$ cat src/rtl/if_fetch_unit.sv
// Instruction fetch unit: drives the fetch address, buffers returned words with PC+4 in a
// prefetch FIFO and hands them to ID over valid/ready. Optional statistics via FETCH_STATS_EN.
module if_fetch_unit #(
  parameter int unsigned FIFO_DEPTH = 4,
  parameter logic [31:0] RESET_PC   = 32'h0000_0000
) (
  input  logic        clk,
  input  logic        rst,
  output logic [31:0] inst_addr,
  input  logic [31:0] inst_data,
  output logic        out_valid,
  input  logic        out_ready,
  output logic [31:0] out_inst,
  output logic [31:0] out_pc,
  input  logic        branch_taken,
  input  logic [31:0] branch_addr
`ifdef FETCH_STATS_EN
  ,
  output logic [31:0] fetch_count,
  output logic [31:0] flush_count
`endif
);

  localparam int unsigned PtrW = (FIFO_DEPTH > 1) ? $clog2(FIFO_DEPTH) : 1;
  localparam logic [PtrW:0] DepthCnt = (PtrW + 1)'(FIFO_DEPTH);

  logic [31:0]   fetch_pc_q, fetch_pc_d;
  logic [PtrW-1:0] rd_ptr_q, rd_ptr_d;
  logic [PtrW-1:0] wr_ptr_q, wr_ptr_d;
  logic [PtrW:0]   count_q, count_d;

  logic [31:0] inst_mem [FIFO_DEPTH];
  logic [31:0] pc_mem   [FIFO_DEPTH];

  logic full;
  logic pop;
  logic push;

  assign full      = (count_q == DepthCnt);
  assign out_valid = (count_q != '0);
  assign pop       = out_valid & out_ready & ~branch_taken;
  // A full FIFO still accepts a word when its head leaves in the same cycle.
  assign push      = ~branch_taken & (~full | pop);
  assign inst_addr = fetch_pc_q;

  always_comb begin
    out_inst = '0;
    out_pc   = '0;
    if (out_valid) begin
      out_inst = inst_mem[rd_ptr_q];
      out_pc   = pc_mem[rd_ptr_q];
    end
  end

  always_comb begin
    fetch_pc_d = fetch_pc_q;
    rd_ptr_d   = rd_ptr_q;
    wr_ptr_d   = wr_ptr_q;
    count_d    = count_q;
    if (branch_taken) begin
      fetch_pc_d = {branch_addr[31:2], 2'b00};
      rd_ptr_d   = '0;
      wr_ptr_d   = '0;
      count_d    = '0;
    end else begin
      if (push) begin
        fetch_pc_d = fetch_pc_q + 32'd4;
        wr_ptr_d   = wr_ptr_q + PtrW'(1);
      end
      if (pop) begin
        rd_ptr_d = rd_ptr_q + PtrW'(1);
      end
      if (push && !pop) begin
        count_d = count_q + (PtrW + 1)'(1);
      end else if (pop && !push) begin
        count_d = count_q - (PtrW + 1)'(1);
      end
    end
  end

  always_ff @(posedge clk or posedge rst) begin
    if (rst) begin
      fetch_pc_q <= RESET_PC;
      rd_ptr_q   <= '0;
      wr_ptr_q   <= '0;
      count_q    <= '0;
    end else begin
      fetch_pc_q <= fetch_pc_d;
      rd_ptr_q   <= rd_ptr_d;
      wr_ptr_q   <= wr_ptr_d;
      count_q    <= count_d;
    end
  end

  // Storage needs no reset: out_inst/out_pc are masked while the FIFO is empty.
  always_ff @(posedge clk) begin
    if (push) begin
      inst_mem[wr_ptr_q] <= inst_data;
      pc_mem[wr_ptr_q]   <= fetch_pc_q + 32'd4;
    end
  end

`ifdef FETCH_STATS_EN
  logic [31:0] fetch_count_q;
  logic [31:0] flush_count_q;

  always_ff @(posedge clk or posedge rst) begin
    if (rst) begin
      fetch_count_q <= '0;
      flush_count_q <= '0;
    end else begin
      if (push) begin
        fetch_count_q <= fetch_count_q + 32'd1;
      end
      if (branch_taken) begin
        flush_count_q <= flush_count_q + 32'(count_q);
      end
    end
  end

  assign fetch_count = fetch_count_q;
  assign flush_count = flush_count_q;
`endif

endmodule

$ cat config.mk
export PLATFORM = sky130hd
export DESIGN_NAME = if_fetch_unit
export DESIGN_NICKNAME = d
export VERILOG_FILES = /design/src/rtl/if_fetch_unit.sv
export SDC_FILE = /design/constraint.sdc
export NUM_CORES = 1
export LEC_CHECK = 0
export CORE_MARGIN = 2
export CORE_UTILIZATION = 40
export DETAILED_ROUTE_END_ITERATION = 12
export DONT_BUFFER_PORTS = 1
export SLEW_MARGIN = 15
export SYNTH_ARGS = -nofsm -noshare
export SYNTH_HDL_FRONTEND = slang
export SYNTH_SLANG_ARGS = --single-unit
$ cat constraint.sdc
create_clock -name clk -period 3.4 [get_ports clk]
set_clock_uncertainty 0.15 [all_clocks]
set_input_delay 0.68 -clock clk [delete_from_list [all_inputs] [get_ports clk]]
set_output_delay 0.68 -clock clk [all_outputs]
set_load 0.005 [all_outputs]
; After elaboration in Yosys (flattened, before gate mapping)
; Memories as Yosys holds them, arrays and structs flattened.
; Index checks and enable logic that the tools add are counted.
; Widths: inputs -> output; s select.
[totals]
ram_bits = 256
n_memories = 2
register_bits = 39
[op_classes]
n_addsub = 5
n_bitwise = 6
reduce_logical = 8
n_eq_ne = 1
muxes = 13
[memory_table]
columns = memory, words, width, rd, rd_clocked_by_memory_dff, wr, line
row1 = inst_mem, 4, 32, 1, 0, 1, 32  ; logic [31:0] inst_mem [FIFO_DEPTH];
row2 = pc_mem, 4, 32, 1, 0, 1, 33  ; logic [31:0] pc_mem [FIFO_DEPTH];
[ops]
columns = operator, count
row1 = $mux 32, 4
row2 = $add 32x3->32 const B, 1
row3 = $mux 3, 3
row4 = $mux 2, 4
row5 = $reduce_bool 3->1, 2
row6 = $add 2x1->2 const B, 2
row7 = $reduce_bool 2->1, 2
row8 = $add 3x1->3 const B, 1
row9 = $and 1x1->1, 3
row10 = $eq 3x3->1 const B, 1
row11 = $sub 3x1->3 const B, 1
row12 = $logic_and 1x1->1, 2
row13 = $logic_not 1->1, 2
row14 = $mux 1, 2
row15 = $not 1->1, 2
row16 = $or 1x1->1, 1

; Depth between registers and ports, before layout
; Gate-level depths: netlist of run 1.
[depth]
depth_word = 10
depth_mapped = 8
depth_no_buf = 7

; Least setup slack after synthesis of run 1
; No wires, ideal clock.
[synth_path]
path_kind = in2reg
start = in out_ready
end = mem inst_mem[0][0], enable pin
arrival_time_ps = 2863
setup_time_ps = 427
n_path_buf = 2
path_stages = 4
path_slack_ps = -40
path_cell_list = clkbuf_1 or4b_2 clkbuf_1 and3_1
[synth_between]
elab_chain_cells = 6
[synth_lines]
columns = item, line
row1 = start: declaration, 12  ; input logic out_ready,
row2 = $and 1x1->1 (2 in a row), 41  ; assign pop = out_valid & out_ready & ~branch_taken;
row3 = $or 1x1->1, 43  ; assign push = ~branch_taken & (~full | pop);
row4 = $and 1x1->1, 43
row5 = $mux 1, 97  ; if (push) begin
row6 = $mux 1 (not written as such), 98  ; inst_mem[wr_ptr_q] <= inst_data;
row7 = end: declaration, 32
; Every way passes these cells.

; Worst setup path after layout of run 1
[layout_path]
start = reg rd_ptr_q[0]
end = out out_inst[12]
[layout_between]
elab_chain_cells = 2
[layout_lines]
columns = item, line
row1 = start: declaration, 28  ; logic [PtrW-1:0] rd_ptr_q, rd_ptr_d;
row2 = start signal: assignment, 89  ; rd_ptr_q <= rd_ptr_d;
row3 = $mem_v2 4x32, --
row4 = $mux 32, 49  ; if (out_valid) begin
row5 = end: declaration, 13  ; output logic [31:0] out_inst,
; Every way passes these cells.

==> results.cfg, run 1 <==
[sta]
final-setup-viol-count = 0
final.hold.worst_slack_ns = 0.04108
fmaxAchievable_ghz = 0.3272
timing_worst_slew_pin_value_ns = 1.047
postLayoutSetupSlackWorst_ns = 0.3440
min_period_ns = 3.056
unrepaired_setup_endpoints_after_global_routing = no
setup_tns_ns = 0
report.final.hold_viol_count = 0
maxSlewViolCount = 0
final_min_period_over_clock_period = 0.8988
slew_headroom = 0.3019

[synth]
synth_top_area_cell = edfxtp_1
synthTopCellsByCount = edfxtp_1, and2_1, mux4_2, clkbuf_1, dfrtp_1
postSynthRegisterBits = 285
synth_edf_count = 248
ys_seq_area_frac = 0.6947
netlist_area_um2 = 12050
synth.most_common_cell = edfxtp_1
synth_cell_type_count = 48
yosysWarnings = 0
post-synth-top-area-fraction = 0.6179
main_synth_ff_type = edfxtp_1
synthesis.area_per_instance_um2 = 16.44
postSynthCellCount = 733
dominant_cells_by_area_after_synthesis = edfxtp_1, mux4_2, dfrtp_1
synth-async-reset-ratio = 0.1298

[run_status]
status = finished, final reports clean

[grt]
grt_usage = 0.1642
gr_busiest_metal = met2
met3_usage = 0.04284
grt_pass1_vias = 6720
largest_net_degree_at_the_start_of_global_routing = 63
grt_first_pass_wirelength_mm = 39.34
global_route.overflow_total = 0
grt.met2_usage = 0.2712
antenna_found_initial = 0
global_route.usage.met1 = 0.2167

[cts]
cts_tree = yes
clk-insertion-delay-late_ns = 0.55
tritoncts_num_sinks = 285
number_of_buffers_created_by_cts = 31
cts_max_level = 1
clk_root_buffer_cell = clkbuf_16
cts.clk_slew.worst_paths_ns = 0.06
post_cts.repair.setup_buffers = 0
clock_tree.buffer_depth = 3

[final_layout]
drive_gt1_frac = 0.1846
n_antenna_cell = 0
nNetsFinal = 803
finalNonFillerCells = 1143
area.growth.synth_to_final_pct = 12.70

[route]
detail-route-antenna-nets = 0
first_iter_violations = 307
drtPass1Iterations = 5
drt-total-wl_mm = 25.82
drt_drc_violations_left = 0
average_routed_wire_per_standard_cell_um = 22.59
vias_per_cell = 5.530
dr_vias = 6321

[worst_setup_path]
rr_startpoint = inst_addr[2]$_DFFE_PP0N_
cp.required_ns = 2.57
r2r_end = pc_mem[3][20]$_DFFE_PP_
r2r_slack_ns = 0.52
timing.critical_path.slowest_stage_cell = mux4_2
worst-setup-path-type = reg -> out
worstRegToRegCells = 5
critical_path.max_stage_delay_ns = 0.56
cp_max_fo = 17
cp_cell_sequence = buf_4 > mux4_2 > and2_1
worstSetupEndpointType = output pin
cp_data_arrival_time_ns = 2.23
critical_path.startpoint_type = flop

[die]
die_ar_um2 = 31540
floorplan.rows = 63
die_h_um = 177.6
top_level_ports = 165
core_region_area_um2 = 29640
floorplan.initialDensity = 0.4067
floorplan.die.width_um = 177.6

[placement]
dpl.cell_count = 1085
port_buffers = 0
detailedPlacementHpwl_mm = 15.77
gp_congestion = 0.7849
dpl_worst_slack_ns = 0.5339

[min_path]
timing.hold.worst_endpoint = wr_ptr_q[1]$_DFFE_PP0N_
hp-class = in -> reg
hold_start = branch_taken
timing.hold.worst_path_depth = 1

[power_and_ir_drop]
power.density_cell_area_nw_per_um2 = 724.9
vdd_drop_max_v = 0.0003850
static-leakage-power_nw = 4.365
post-layout-total-power_mw = 9.846

[run]
max-cap-violations = 0
## layout by cell type (no fill, tap or decap), drive strengths merged, types with 7 or more instances in the layout
cell,count
nand2,34
clkinv,15
a31oi,15
nor2,33
nor4,10
inv,11
dfrtp,37
o21ai,15
xnor2,20
o31ai,10
buf,14
and2,63
clkbuf,33
xor2,20
or3,7
nand4,13
or4,14
nand3,12
nor3,13
edfxtp,248
mux4,62
## flip-flops by register name, indices dropped and copies added (netlist names)
| register | flops |
|---|---|
| count_q | 3 |
| inst_addr | 30 |
| inst_mem | 128 |
| pc_mem | 120 |
| rd_ptr_q | 2 |
| wr_ptr_q | 2 |
## how the worst max path moves through the flow
stage                             startpoint                 endpoint  slack, ns  depth (start not counted)
finish               rd_ptr_q[0]$_DFFE_PP0P_             out_inst[12]       0.34                          3
global route         rd_ptr_q[0]$_DFFE_PP0P_              out_inst[8]       0.21                          3
CTS                   count_q[0]$_DFFE_PP0P_               out_pc[30]       0.06                          3
detailed placement  inst_addr[2]$_DFFE_PP0N_  pc_mem[3][28]$_DFFE_PP_       0.53                          5
global placement    inst_addr[2]$_DFFE_PP0N_  pc_mem[0][28]$_DFFE_PP_       0.61                          5
floorplan                          out_ready   count_q[1]$_DFFE_PP0P_       0.58                          8
## metal layers
layer  wire length (µm)  share of wire  vias up
li1                   -              -     2837
met1              10970           0.42     3243
met2              12660           0.49      211
met3               1785          0.069       30
met4                394          0.015        0
met5                  0              0        -
## cells by family (layout without fill, tap and decap cells)
kind of cell | after synthesis | count (layout) | share of synthesized area
flops | 285 | 285 | 0.6947
simple gates | 217 | 217 | 0.1003
buf+inv | 66 | 83 | 0.02315
mux | 64 | 64 | 0.1175
compound gates | 54 | 54 | 0.02813
xor+xnor | 40 | 40 | 0.02907
fa+ha+maj | 6 | 6 | 0.006852
other cells | 1 | 4 | 0.0003111
## report_power, final
part | internal, mW | total (mW) | switching [mW] | leakage [nW]
registers | 4.25 | 4.48 | 0.236 | 2.71
logic | 0.845 | 1.89 | 1.04 | 1.14
clock network | 2.13 | 3.48 | 1.35 | 0.521
total | 7.22 | 9.85 | 2.63 | 4.36
## critical path, delay by kind of cell, from the launching register on
kind          cells  cell delay, ns
flops             1            0.55
mux               1            0.56
simple gates      1            0.19
buf+inv           1            0.38
## layout make-up
class | count | area [µm²]
Clock inverter | 24 | 294.0
Inverter | 11 | 41.29
Clock buffer | 33 | 783.3
Tap cell | 390 | 488.0
Sequential cell | 285 | 8381
Timing Repair Buffer | 15 | 152.6
Fill cell | 2572 | 16060
Multi-Input combinational cell | 385 | 3443
## stage by stage
stage               instance area (µm²)    util
CTS                               13580  0.4582
finish                            13580  0.4583
floorplan                         12070       -
global route                      13580  0.4583
detailed placement                12490  0.4215
global placement                  12490  0.4215
## repair_timing
action	in CTS	in global routing
hold buffers	1	0
endpoints found under the hold margin	7	0
gates resized for setup	0	1
setup endpoints to repair	0	1
(Power assumes the default switching activity.)
==> inputs of run 2 (changes only) <==
--- a/config.mk
+++ b/config.mk
@@ -6,7 +6,7 @@
 export NUM_CORES = 1
 export LEC_CHECK = 0
 export CORE_MARGIN = 2
-export CORE_UTILIZATION = 40
+export CORE_UTILIZATION = 39
 export DETAILED_ROUTE_END_ITERATION = 12
 export DONT_BUFFER_PORTS = 1
 export SLEW_MARGIN = 15
==> run 2 against run 1 <==
Power is 0.71% higher. Worst setup slack lost 0.038 ns. Worst hold slack improved by 0.0060 ns. Clock power grew 1%. Combinational power about the same. Largest power group unchanged.
==> results.cfg, run 2 (synthesized netlist as in run 1, its figures left out) <==
[sta]
final_min_period_over_clock_period = 0.9101
min_period_ns = 3.094
unrepaired_setup_endpoints_after_global_routing = no
postLayoutSetupSlackWorst_ns = 0.3056
report.final.hold_viol_count = 0
slew_headroom = 0.3114
final-setup-viol-count = 0
timing_worst_slew_pin_value_ns = 1.033
maxSlewViolCount = 0
setup_tns_ns = 0
fmaxAchievable_ghz = 0.3232

[final_layout]
largest_register_ffs = 128
nNetsFinal = 802
area.growth.synth_to_final_pct = 12.79
drive_gt1_frac = 0.1822
layout.cells.most_common = edfxtp_1
top_register = inst_mem
n_antenna_cell = 0
most-common-layout-cells = edfxtp_1, and2_1, mux4_2

[worst_setup_path]
timing.critical_path.slowest_stage_cell = dfrtp_4
critical_path.max_stage_delay_ns = 0.65
critical_path.top_delay_family = flip-flops
r2r_slack_ns = 0.53
worstSetupEndpointType = output pin
worstRegToRegCells = 5
r2r_end = pc_mem[3][28]$_DFFE_PP_
rr_startpoint = inst_addr[2]$_DFFE_PP0N_
cp_max_fo = 16
timing.critical_path.buf_inv = 1
cp_data_arrival_time_ns = 2.26
cp.required_ns = 2.57
critical_path.startpoint_type = flop
cp_cell_sequence = buf_4 > mux4_2 > and2_1
worst-setup-path-type = reg -> out

[cts]
cts_max_level = 1
tritoncts_num_sinks = 285
number_of_buffers_created_by_cts = 31
clk_root_buffer_cell = clkbuf_16
clock_tree.buffer_depth = 3
cts.clk_slew.worst_paths_ns = 0.06
clk-insertion-delay-late_ns = 0.55
post_cts.repair.setup_buffers = 0
cts-resized-gates = 0
cts_tree = yes

[route]
first_iter_violations = 333
detail-route-antenna-nets = 0
dr_vias = 6374
drtPass1Iterations = 4
drt_drc_violations_left = 0
average_routed_wire_per_standard_cell_um = 22.74
vias_per_cell = 5.552
drt-total-wl_mm = 26.11

[die]
core_region_area_um2 = 30510
die_ar_um2 = 32330
die_h_um = 179.8
floorplan.die.width_um = 179.8
floorplan.rows = 64
top_level_ports = 165
floorplan.initialDensity = 0.3951

[grt]
largest_net_degree_at_the_start_of_global_routing = 65
grt_usage = 0.1625
grt_pass1_vias = 6898
grt_first_pass_wirelength_mm = 41.12
antenna_found_initial = 0
global_route.overflow_total = 0

[power_and_ir_drop]
power.density_cell_area_nw_per_um2 = 729.4
vdd_drop_max_v = 0.0003673
static-leakage-power_nw = 4.359

[min_path]
timing.hold.worst_path_depth = 1
hp-class = in -> reg
hold_start = branch_taken
timing.hold.worst_endpoint = rd_ptr_q[1]$_DFFE_PP0P_

[run]
max-cap-violations = 0

[run_status]
status = finished, final reports clean

[placement]
detailedPlacementHpwl_mm = 15.79
gp_congestion = 0.7860
port_buffers = 0
dpl_worst_slack_ns = 0.5221
## run 2: cell count changes in the layout (fill, tap and decap cells not counted), sizes merged
cell	previous run	this run
inv	11	14
buf	14	13
clkinv	15	6
clkbuf	33	38
clkinvlp	3	4
## run 2: power by group
group          switching (mW)  leakage [nW]  total [mW]  internal (mW)
Clock                    1.36         0.516        3.52           2.16
Combinational            1.06          1.14        1.90          0.844
Sequential              0.243          2.71        4.49           4.24
## run 2: worst max path at each step
| stage | to | cells after the start | slack (ns) | from |
|---|---|---|---|---|
| after global routing | out_inst[10] | 3 | 0.12 | rd_ptr_q[0]$_DFFE_PP0P_ |
| after global placement | pc_mem[0][28]$_DFFE_PP_ | 5 | 0.57 | inst_addr[2]$_DFFE_PP0N_ |
| after floorplan | count_q[1]$_DFFE_PP0P_ | 8 | 0.58 | out_ready |
| after CTS | out_inst[0] | 3 | 0.19 | rd_ptr_q[0]$_DFFE_PP0P_ |
| after detailed placement | pc_mem[3][28]$_DFFE_PP_ | 5 | 0.52 | inst_addr[2]$_DFFE_PP0N_ |
| final | out_inst[10] | 3 | 0.31 | rd_ptr_q[0]$_DFFE_PP0P_ |
## run 2: what timing repair did
| item | in CTS | in global routing |
|---|---|---|
| hold endpoints to repair | 14 | 0 |
| setup endpoints to repair | 0 | 0 |
| hold buffers | 1 | 0 |
## run 2: layout make-up
class,count,area (µm²)
clock buffer,38,812.0
clock inverter,19,270.3
fill,2657,16920
inverter,11,41.29
multi-input combinational,385,3440
sequential,285,8378
tap,396,495.5
timing repair buffer,14,157.7
## run 2: worst register-to-register path: cells and delay by family, from the launching register on
kind / cells / cell delay (ns)
and+or+nand+nor: 3 / 1.51
adders and majority gates: 1 / 0.29
xor gates and xnor gates: 1 / 0.29
DFF: 1 / 0.45
## run 2: metal layers
metal | GRT usage | part of all wire
met5 | 0 | 0
met4 | 0.04228 | 0.019
met3 | 0.04173 | 0.069
met2 | 0.2687 | 0.48
met1 | 0.2149 | 0.43
## run 2: through the flow
stage	cell area (µm²)	cells	power (mW)	hold slack, ns	util
after detailed placement	12500	1090	6.535	0.4095	0.4098
final	13590	1148	9.916	0.04713	0.4456
after global routing	13590	1148	10.38	0.01187	0.4456
after floorplan	12070	736	5.904	0.3881	-
after CTS	13590	1148	10.09	0.003121	0.4456
after global placement	12500	1090	6.463	0.3896	0.4098
==> inputs of run 3 (changes only) <==
--- a/config.mk
+++ b/config.mk
@@ -6,9 +6,10 @@
 export NUM_CORES = 1
 export LEC_CHECK = 0
 export CORE_MARGIN = 2
-export CORE_UTILIZATION = 39
+export CORE_UTILIZATION = 55
 export DETAILED_ROUTE_END_ITERATION = 12
 export DONT_BUFFER_PORTS = 1
+export PLACE_DENSITY = 0.7
 export SLEW_MARGIN = 15
 export SYNTH_ARGS = -nofsm -noshare
 export SYNTH_HDL_FRONTEND = slang
==> run 3 against run 2 <==
Flip-flop and latch count unchanged. Power decreased by 7.0%. Combinational power decreased by 4%. First-iteration DRC count increased by 58%. Sequential power about the same. Worst hold slack improved by 0.0028 ns. Cell count decreased by 10%. Non-clock buffer count increased by 2. Highest routed layer unchanged.
==> results.cfg, run 3 (synthesized netlist as in run 1, its figures left out) <==
[run_status]
status = finished, final reports clean

[sta]
report.final.hold_viol_count = 0
postLayoutSetupSlackWorst_ns = 0.1768
fmaxAchievable_ghz = 0.3102
slew_headroom = 0.2780
min_period_ns = 3.223
final_min_period_over_clock_period = 0.9480
final.hold.worst_slack_ns = 0.04997
timing_worst_slew_pin_value_ns = 1.080
unrepaired_setup_endpoints_after_global_routing = no
maxSlewViolCount = 0
final-setup-viol-count = 0
setup_tns_ns = 0

[min_path]
hp-class = in -> reg
timing.hold.worst_path_depth = 1
hold_start = branch_taken
timing.hold.worst_endpoint = rd_ptr_q[0]$_DFFE_PP0P_

[grt]
global_route.overflow_total = 0
grt_usage = 0.2051
grt_first_pass_wirelength_mm = 37.34
grt_pass1_vias = 6614
antenna_found_initial = 0
largest_net_degree_at_the_start_of_global_routing = 63

[worst_setup_path]
worstSetupEndpointType = output pin
cp_data_arrival_time_ns = 2.39
worstRegToRegCells = 5
r2r_slack_ns = 0.53
cp.required_ns = 2.57
worstSetupStartpoint = count_q[1]$_DFFE_PP0P_
critical_path.startpoint_type = flop
r2r_end = pc_mem[0][28]$_DFFE_PP_
cp_max_fo = 38
rr_startpoint = inst_addr[2]$_DFFE_PP0N_
worst-setup-path-type = reg -> out

[final_layout]
final_core_utilization = 0.6100
drive_gt1_frac = 0.1731
largest_register_ffs = 128
layout.cells.most_common = edfxtp_1
post-route-cell-area_um2 = 13230
n_antenna_cell = 0
nFillCells = 1556
area.growth.synth_to_final_pct = 9.769
top_register = inst_mem
most-common-layout-cells = edfxtp_1, and2_1, mux4_2
nNetsFinal = 802

[route]
vias_per_cell = 6.183
dr_vias = 6375
drt-total-wl_mm = 23.64
drt_drc_violations_left = 0
detail-route-antenna-nets = 0
average_routed_wire_per_standard_cell_um = 22.93
drtPass1Iterations = 5
first_iter_violations = 526

[cts]
cts.clk_slew.worst_paths_ns = 0.06
post_cts.repair.setup_buffers = 0
cts_tree = yes
number_of_buffers_created_by_cts = 29
tritoncts_num_sinks = 285
cts_max_level = 1
clk-insertion-delay-late_ns = 0.54
clock_tree.buffer_depth = 3
clk_root_buffer_cell = clkbuf_16

[power_and_ir_drop]
vdd_drop_max_v = 0.0004194
power.density_cell_area_nw_per_um2 = 697.3
static-leakage-power_nw = 4.270

[die]
core_region_area_um2 = 21690
die_ar_um2 = 23110
floorplan.rows = 54
top_level_ports = 165
floorplan.initialDensity = 0.5557
floorplan.die.width_um = 152.0
die_h_um = 152.0

[placement]
dpl-instance-area_um2 = 12350
detailedPlacementHpwl_mm = 14.56
gp_congestion = 0.7978
port_buffers = 0
dpl_worst_slack_ns = 0.5159

[run]
max-cap-violations = 0
## run 3: cell types whose count changed in the layout (fill, tap and decap cells not counted), sizes merged
| cell | delta |
|---|---|
| bufinv | -5 |
| buf | +2 |
| clkinv | +11 |
| clkbuf | -4 |
| clkinvlp | -2 |
| inv | -3 |
## run 3: stage by stage
stage / total power [mW] / cells
final: 9.225 / 1031
after global routing: 9.658 / 1031
after CTS: 9.340 / 1031
after detailed placement: 6.445 / 976
after global placement: 6.378 / 976
after floorplan: 5.904 / 736
## run 3: area by class of cell
class                      count  area (µm²)  area share
sequential                   285        8378      0.6333
multi-input combinational    385        3440      0.2600
clock buffer                  34       744.5     0.05627
tap                          280       350.3     0.02648
timing repair buffer          16       147.6     0.01116
clock inverter                20       128.9    0.009741
inverter                      11       41.29    0.003121
## run 3: timing repair
| item | in CTS | in global routing |
|---|---|---|
| hold endpoints to repair | 16 | 0 |
| hold buffers | 1 | 0 |
| resized for setup | 0 | 0 |
## run 3: critical path, cell delays in order (launching register included)
cell	delay, ns
dfrtp_1	0.47
or3_2	0.84
buf_4	0.35
and2_1	0.19
## run 3: worst max path at each step
stage	endpoint	depth (start not counted)
2_1_floorplan	count_q[1]$_DFFE_PP0P_	8
3_3_place_gp	pc_mem[0][28]$_DFFE_PP_	5
3_5_place_dp	pc_mem[1][28]$_DFFE_PP_	5
4_1_cts	out_pc[29]	3
5_1_grt	out_pc[29]	3
6_report	out_pc[29]	3
## run 3: per-layer routing
layer  vias up  part of all wire  track usage  routed length, µm
met1      3232              0.39       0.2661               9189
met4         0             0.022      0.05474                516
met3        49             0.094      0.06161               2231
met5         -                 0            0                  0
met2       271              0.50       0.3426              11710
li1       2823                 -            -                  -
## run 3: where the power goes
group | total [mW] | switching, mW | internal [mW]
sequential | 4.49 | 0.247 | 4.24
combinational | 1.83 | 0.988 | 0.838
clock | 2.91 | 1.27 | 1.64
total | 9.23 | 2.50 | 6.72
